## src/rtl/matmul_stream_core.sv

```systemverilog
// Streaming outer-product matrix multiplier: C[M][N] = A[M][k_len] x B[k_len][N].
// Define MATMUL_SAT_EN for saturating accumulation with a sticky ovf flag.
module matmul_stream_core #(
  parameter int DATA_W = 16,
  parameter int ACC_W  = 32,
  parameter int M      = 2,
  parameter int N      = 2,
  parameter int K      = 8,
  localparam int KW    = $clog2(K + 1)
) (
  input  logic                   clk,
  input  logic                   rst,
  input  logic                   start,
  input  logic [KW-1:0]          k_len,
  input  logic                   s_valid,
  output logic                   s_ready,
  input  logic [M*DATA_W-1:0]    s_a,
  input  logic [N*DATA_W-1:0]    s_b,
  output logic                   c_valid,
  input  logic                   c_ready,
  output logic [M*N*ACC_W-1:0]   c_data,
  output logic                   busy,
  output logic                   done,
  output logic                   ovf
);

  if (ACC_W < 2 * DATA_W) begin : g_acc_w_check
    $error("matmul_stream_core: ACC_W must be >= 2*DATA_W");
  end

  localparam logic [1:0] S_IDLE  = 2'd0;
  localparam logic [1:0] S_ACCUM = 2'd1;
  localparam logic [1:0] S_OUT   = 2'd2;

  localparam logic [KW-1:0] K_MAX = KW'(K);

`ifdef MATMUL_SAT_EN
  localparam int SUM_W = ACC_W + 1;
`else
  localparam int SUM_W = ACC_W;
`endif

  logic [1:0]              state;
  logic [KW-1:0]           k_lat;
  logic [KW-1:0]           count;
  logic signed [ACC_W-1:0] acc     [M][N];
  logic signed [ACC_W-1:0] acc_nxt [M][N];
  logic signed [2*DATA_W-1:0] prod;
  logic signed [SUM_W-1:0]    sum;
  logic                    beat;
  logic                    start_ok;
  logic [KW-1:0]           k_eff;
  logic                    ovf_hit;

  assign s_ready  = (state == S_ACCUM);
  assign c_valid  = (state == S_OUT);
  assign busy     = (state != S_IDLE);
  assign beat     = s_valid && s_ready;
  assign start_ok = start && (state == S_IDLE);
  assign k_eff    = (k_len > K_MAX) ? K_MAX : k_len;

  for (genvar gi = 0; gi < M; gi++) begin : g_row
    for (genvar gj = 0; gj < N; gj++) begin : g_col
      assign c_data[(gi*N+gj)*ACC_W +: ACC_W] = acc[gi][gj];
    end
  end

  // NOTE: every always_comb output gets a default before any conditional
  // assignment; a path that leaves one unassigned infers a latch.
  always_comb begin
    prod    = '0;
    sum     = '0;
    ovf_hit = 1'b0;
    for (int i = 0; i < M; i++) begin
      for (int j = 0; j < N; j++) begin
        prod = $signed(s_a[i*DATA_W +: DATA_W]) * $signed(s_b[j*DATA_W +: DATA_W]);
        sum  = SUM_W'(acc[i][j]) + SUM_W'(prod);
`ifdef MATMUL_SAT_EN
        // The extra guard bit disagreeing with the sign bit means the sum left the ACC_W range.
        if (sum[ACC_W] != sum[ACC_W-1]) begin
          acc_nxt[i][j] = sum[ACC_W] ? {1'b1, {(ACC_W-1){1'b0}}} : {1'b0, {(ACC_W-1){1'b1}}};
          ovf_hit       = 1'b1;
        end else begin
          acc_nxt[i][j] = sum[ACC_W-1:0];
        end
`else
        acc_nxt[i][j] = sum;
`endif
      end
    end
  end

  // NOTE: state registers use non-blocking (<=) assignments so every flop
  // samples pre-edge values regardless of statement order.
  // NOTE: the accumulator array is reset because c_data reads it directly and
  // must show zero out of reset; it is a register bank, not a RAM.
  always_ff @(posedge clk or posedge rst) begin
    if (rst) begin
      state <= S_IDLE;
      k_lat <= '0;
      count <= '0;
      done  <= 1'b0;
      for (int i = 0; i < M; i++)
        for (int j = 0; j < N; j++)
          acc[i][j] <= '0;
    end else begin
      done <= 1'b0;
      case (state)
        S_IDLE: begin
          if (start_ok) begin
            k_lat <= k_eff;
            count <= '0;
            for (int i = 0; i < M; i++)
              for (int j = 0; j < N; j++)
                acc[i][j] <= '0;
            state <= (k_eff != '0) ? S_ACCUM : S_OUT;
          end
        end
        S_ACCUM: begin
          if (beat) begin
            acc   <= acc_nxt;
            count <= count + 1'b1;
            if (count == k_lat - 1'b1) state <= S_OUT;
          end
        end
        S_OUT: begin
          if (c_ready) begin
            state <= S_IDLE;
            done  <= 1'b1;
          end
        end
        default: state <= S_IDLE;
      endcase
    end
  end

`ifdef MATMUL_SAT_EN
  logic ovf_q;
  always_ff @(posedge clk or posedge rst) begin
    if (rst)                ovf_q <= 1'b0;
    else if (start_ok)      ovf_q <= 1'b0;
    else if (beat && ovf_hit) ovf_q <= 1'b1;
  end
  assign ovf = ovf_q;
`else
  assign ovf = 1'b0;
  logic unused_ovf_hit;
  assign unused_ovf_hit = ovf_hit;
`endif

endmodule

```

## config.mk

```make
export PLATFORM = sky130hd
export DESIGN_NAME = matmul_stream_core
export DESIGN_NICKNAME = d
export VERILOG_FILES = /design/src/rtl/matmul_stream_core.sv
export SDC_FILE = /design/constraint.sdc
export NUM_CORES = 2
export LEC_CHECK = 0
export CAP_MARGIN = 0
export CELL_PAD_IN_SITES_DETAIL_PLACEMENT = 0
export CELL_PAD_IN_SITES_GLOBAL_PLACEMENT = 1
export CORE_UTILIZATION = 30
export CTS_BUF_LIST = sky130_fd_sc_hd__clkbuf_16
export DETAILED_ROUTE_END_ITERATION = 8
export PLACE_DENSITY_LB_ADDON = 0.1
export SLEW_MARGIN = 20
export SYNTH_ARGS = -nofsm -noshare
export SYNTH_HDL_FRONTEND = slang
export SYNTH_SLANG_ARGS = --single-unit
```

## constraint.sdc

```tcl
create_clock -name clk -period 12.7 [get_ports clk]
set_input_delay 1.27 -clock clk [delete_from_list [all_inputs] [get_ports clk]]
set_output_delay 1.27 -clock clk [all_outputs]
set_load 0.03 [all_outputs]
```

==> results <==
- The run finished with clean final reports.
- The first TritonRoute pass finished after 5 iterations.
- The number of remaining DRC errors is 0.
- The die covers 163000 um2.
- The total length of routed wires is 143000 um.
- The post-CTS setup buffer count is 0.
- The estimated wirelength of the detail-placed design is 114000 um.
- Yosys printed 0 warnings.
- The root buffer cell chosen for the clock tree is clkbuf_16.
- The path with the worst hold slack has its endpoint at state[1].
- The path category of the worst min-delay check is reg -> reg.
- Clock latency on the worst-skew pair, taken at its later pin, is 560 ps.
- Leaving out fill and tap cells, the most frequent cell in the layout is inv_1.
- The initial detailed-routing violation count is 1423.
- For the pin with the worst max-slew slack, the measured transition is 1160 ps.
- Based on the critical path, the design can be clocked at up to 124 MHz.
- The final layout contains 6906 nets.
- Registers take 3480 um2.
- The total of buffers placed on input and output ports is 204.
- The number of synthesized flops with an enable pin is 0.
- The combined global-route utilization of all metal layers is 18.6%.
- The initial utilization of the core area, before any placement, comes to 30.2%.
- Measured along the x axis, the die boundary spans 404 um.
- The worst hold path begins at state[1].
- Buffers inserted during clock tree synthesis total 17.
- The final number of hold-violating endpoints is 0.
- The clock skew is 26.1 ps.
- For this run, the register share of the synthesized area comes to 7.17%.
- The worst setup path is of the in -> reg kind.
- The setup TNS after final layout is 0 ps.
- Routability-driven placement finished with a final weighted congestion of 0.774.
- The final worst-path cycle share is 63.6%.
- The cell area that synthesis handed to floorplanning was 48500 um2.
- Gates resized during post-CTS repair numbered 0.
- The number of nets with antenna violations after routing is 0.
- Each instance of the synthesized netlist takes up on average 9.32 um2.
- The data required time of the worst path is 13110 ps.
- The via count of the first global-routing pass is 37900.
- The floorplan row count is 147.
- Clock-pin slew was measured on the worst setup and hold paths at 70 ps.
- Of the cells placed in the final design, the portion with a size suffix greater than 1 is 2.39%.
- The floorplan step defined a core boundary enclosing 161000 um2.
- The endpoint identified for the worst register-to-register timing path is c_data[63].
- The max-slew violation count is 0.
- Setup repair after global routing left no endpoint under its margin.
- Entering global routing, the biggest net connects 55 pins.
- The number of primary I/O pins is 206.
- The wire length of the first global-routing pass is 229000 um.
- In this run the vertical extent of the chip is 404 um.
- When the netlist entered floorplanning its net count stood at 6836.
- The total overflow left after global routing is 0.
- Of all flip-flops after synthesis, the portion carrying an async set or reset was 100%.
- For the finished layout, the period the worst path requires is 8070 ps.
- Leaving out fill and tap cells, the most frequent cells in the layout are inv_1, fa_1, nand2_1.
- Of all nets on the critical path, the largest fanout is 14.
- The worst-case clock buffer depth is 2.
- Setup slack on the worst reg-to-reg path comes out at 6610 ps.
- The kind of end point of the critical path is a register.
- The number of setup violations in the final report is 0.
- The count of different cell masters after synthesis is 68.
- The routed length per instance is 19.2 um.
- After clock tree synthesis, the flow added hold-fix buffers numbering 0.
- The signed area change from the synthesized netlist to the final layout is 10.3%.
- The number of instances in the synthesized netlist is 5201.
- The routed via count is 33500.
- Final hold analysis gives a worst-case slack of 495 ps.
- The TritonCTS clock tree is built.
- The worst setup path is launched from an input port.
- In the final layout, the multi-input gates occupy 39100 um2.
- The worst slew slack as a fraction of its limit is 22.3%.
- Counting cells, the worst reg-to-reg path comes to 20.
- In the routed layout, each cell is associated on average with a via count of 4.49.
- The post-synthesis sequential element count is 139.
- The cell depth of the worst hold path is 1.
- The startpoint identified for the worst register-to-register timing path is c_data[35].
- The number of max-capacitance violations reported is 0.
- The number of fill cells in the layout is 17000.
- CTS saw 139 sinks.
- The H-tree depth is 4.
- For the worst setup path, the data arrival time is 8480 ps.
- The number of antenna violations at the first check in global routing is 3.
- The most used flip-flop cell after synthesis is dfrtp_1.
==> how the worst max path moves through the flow <==
stage          slack, ps     from           to  cells after the start
2_1_floorplan       5520  s_a[31]   c_data[95]                     23
3_3_place_gp        4050  s_b[18]  c_data[127]                     24
3_5_place_dp        4040  s_b[18]  c_data[127]                     24
4_1_cts             4650  s_b[18]  c_data[127]                     24
5_1_grt             4310   s_b[1]   c_data[95]                     25
6_report            4630  s_b[18]   c_data[63]                     21
==> worst max-delay path, cell delays in order <==
cell,delay [ps]
clkdlybuf4s50_1,960
nand2_1,160
fa_1,520
fa_1,580
fa_1,450
fa_1,540
inv_1,50
fa_1,470
inv_1,50
fa_1,470
inv_1,40
ha_1,340
a21o_1,190
o211a_1,220
o31ai_1,940
o221ai_1,420
nand2_1,260
o2111ai_1,150
a21oi_1,200
xnor2_1,140
o21ai_1,70
==> state kept, by name, indices dropped and copies added, names as in the netlist <==
name and cells:
c_data 128, count 4, k_lat 4, state 2, done 1
==> through the flow <==
step           worst slack, ps  utilization, %  instance area [um2]  cells
6_report                  4630            33.3                53500   7446
5_1_grt                   4310            33.3                53500   7443
4_1_cts                   4650            33.3                53500   7443
3_5_place_dp              4040            33.0                52900   7412
3_3_place_gp              4050            33.0                52900   7412
2_1_floorplan             5520               -                48500   5201
==> kinds of logic (layout without fill, tap and decap cells) <==
kind of cell / after synthesis / count (layout) / share of synthesized area [%]
buffers and inverters: 1580 / 1662 / 12.3
adders and majority gates: 1562 / 1562 / 58.4
and+or+nand+nor: 1312 / 1312 / 13.3
AOI/OAI and AO/OA: 442 / 442 / 5.90
xor gates and xnor gates: 164 / 164 / 2.96
DFF: 139 / 139 / 7.17
other: 1 / 4 / 0.00773
muxes: 1 / 1 / 0.0206
==> synth_stat cells (all sizes together), types with 3 or more instances <==
master,instances,area share [%]
xnor2,104,1.9
o2bb2ai,4,0.072
dfrtp,139,7.2
nand3b,5,0.077
buf,8,0.083
nand4,16,0.21
nor4,5,0.065
a21oi,89,0.93
nor2,92,0.71
inv,1353,10
and2,494,6.4
a22o,24,0.43
and3,11,0.15
a211oi,21,0.35
o221ai,3,0.067
nand2,621,4.8
nor4b,4,0.085
o21ai,152,1.6
o21bai,21,0.33
clkbuf,219,1.7
a21o,55,0.85
fa,1168,48
o31ai,12,0.19
o211ai,9,0.15
nand3,15,0.15
nor3,9,0.093
a31oi,15,0.19
xor2,60,1.1
nor3b,5,0.077
o21a,13,0.20
nor2b,6,0.077
nand2b,22,0.28
ha,394,10
==> cell type report <==
type                       count  share of cell area, %
multi-input combinational   3482                   73.1
tap                         2160                   5.05
antenna                        3                 0.0140
clock buffer                  17                  0.795
timing repair buffer         278                   4.83
inverter                    1353                   9.50
clock inverter                14                  0.229
sequential                   139                   6.50
==> per-layer routing <==
metal	share of wire (%)	wire, um	vias up	GRT usage [%]
met2	49	70400	402	31.6
met5	0	0	-	0
li1	-	-	15300	-
met1	46	66000	17600	25.5
met4	1.9	2670	0	3.84
met3	2.6	3750	104	1.98
Power is not shown: default switching activity piles up to over one toggle a cycle in this logic, so the estimate is an artifact.
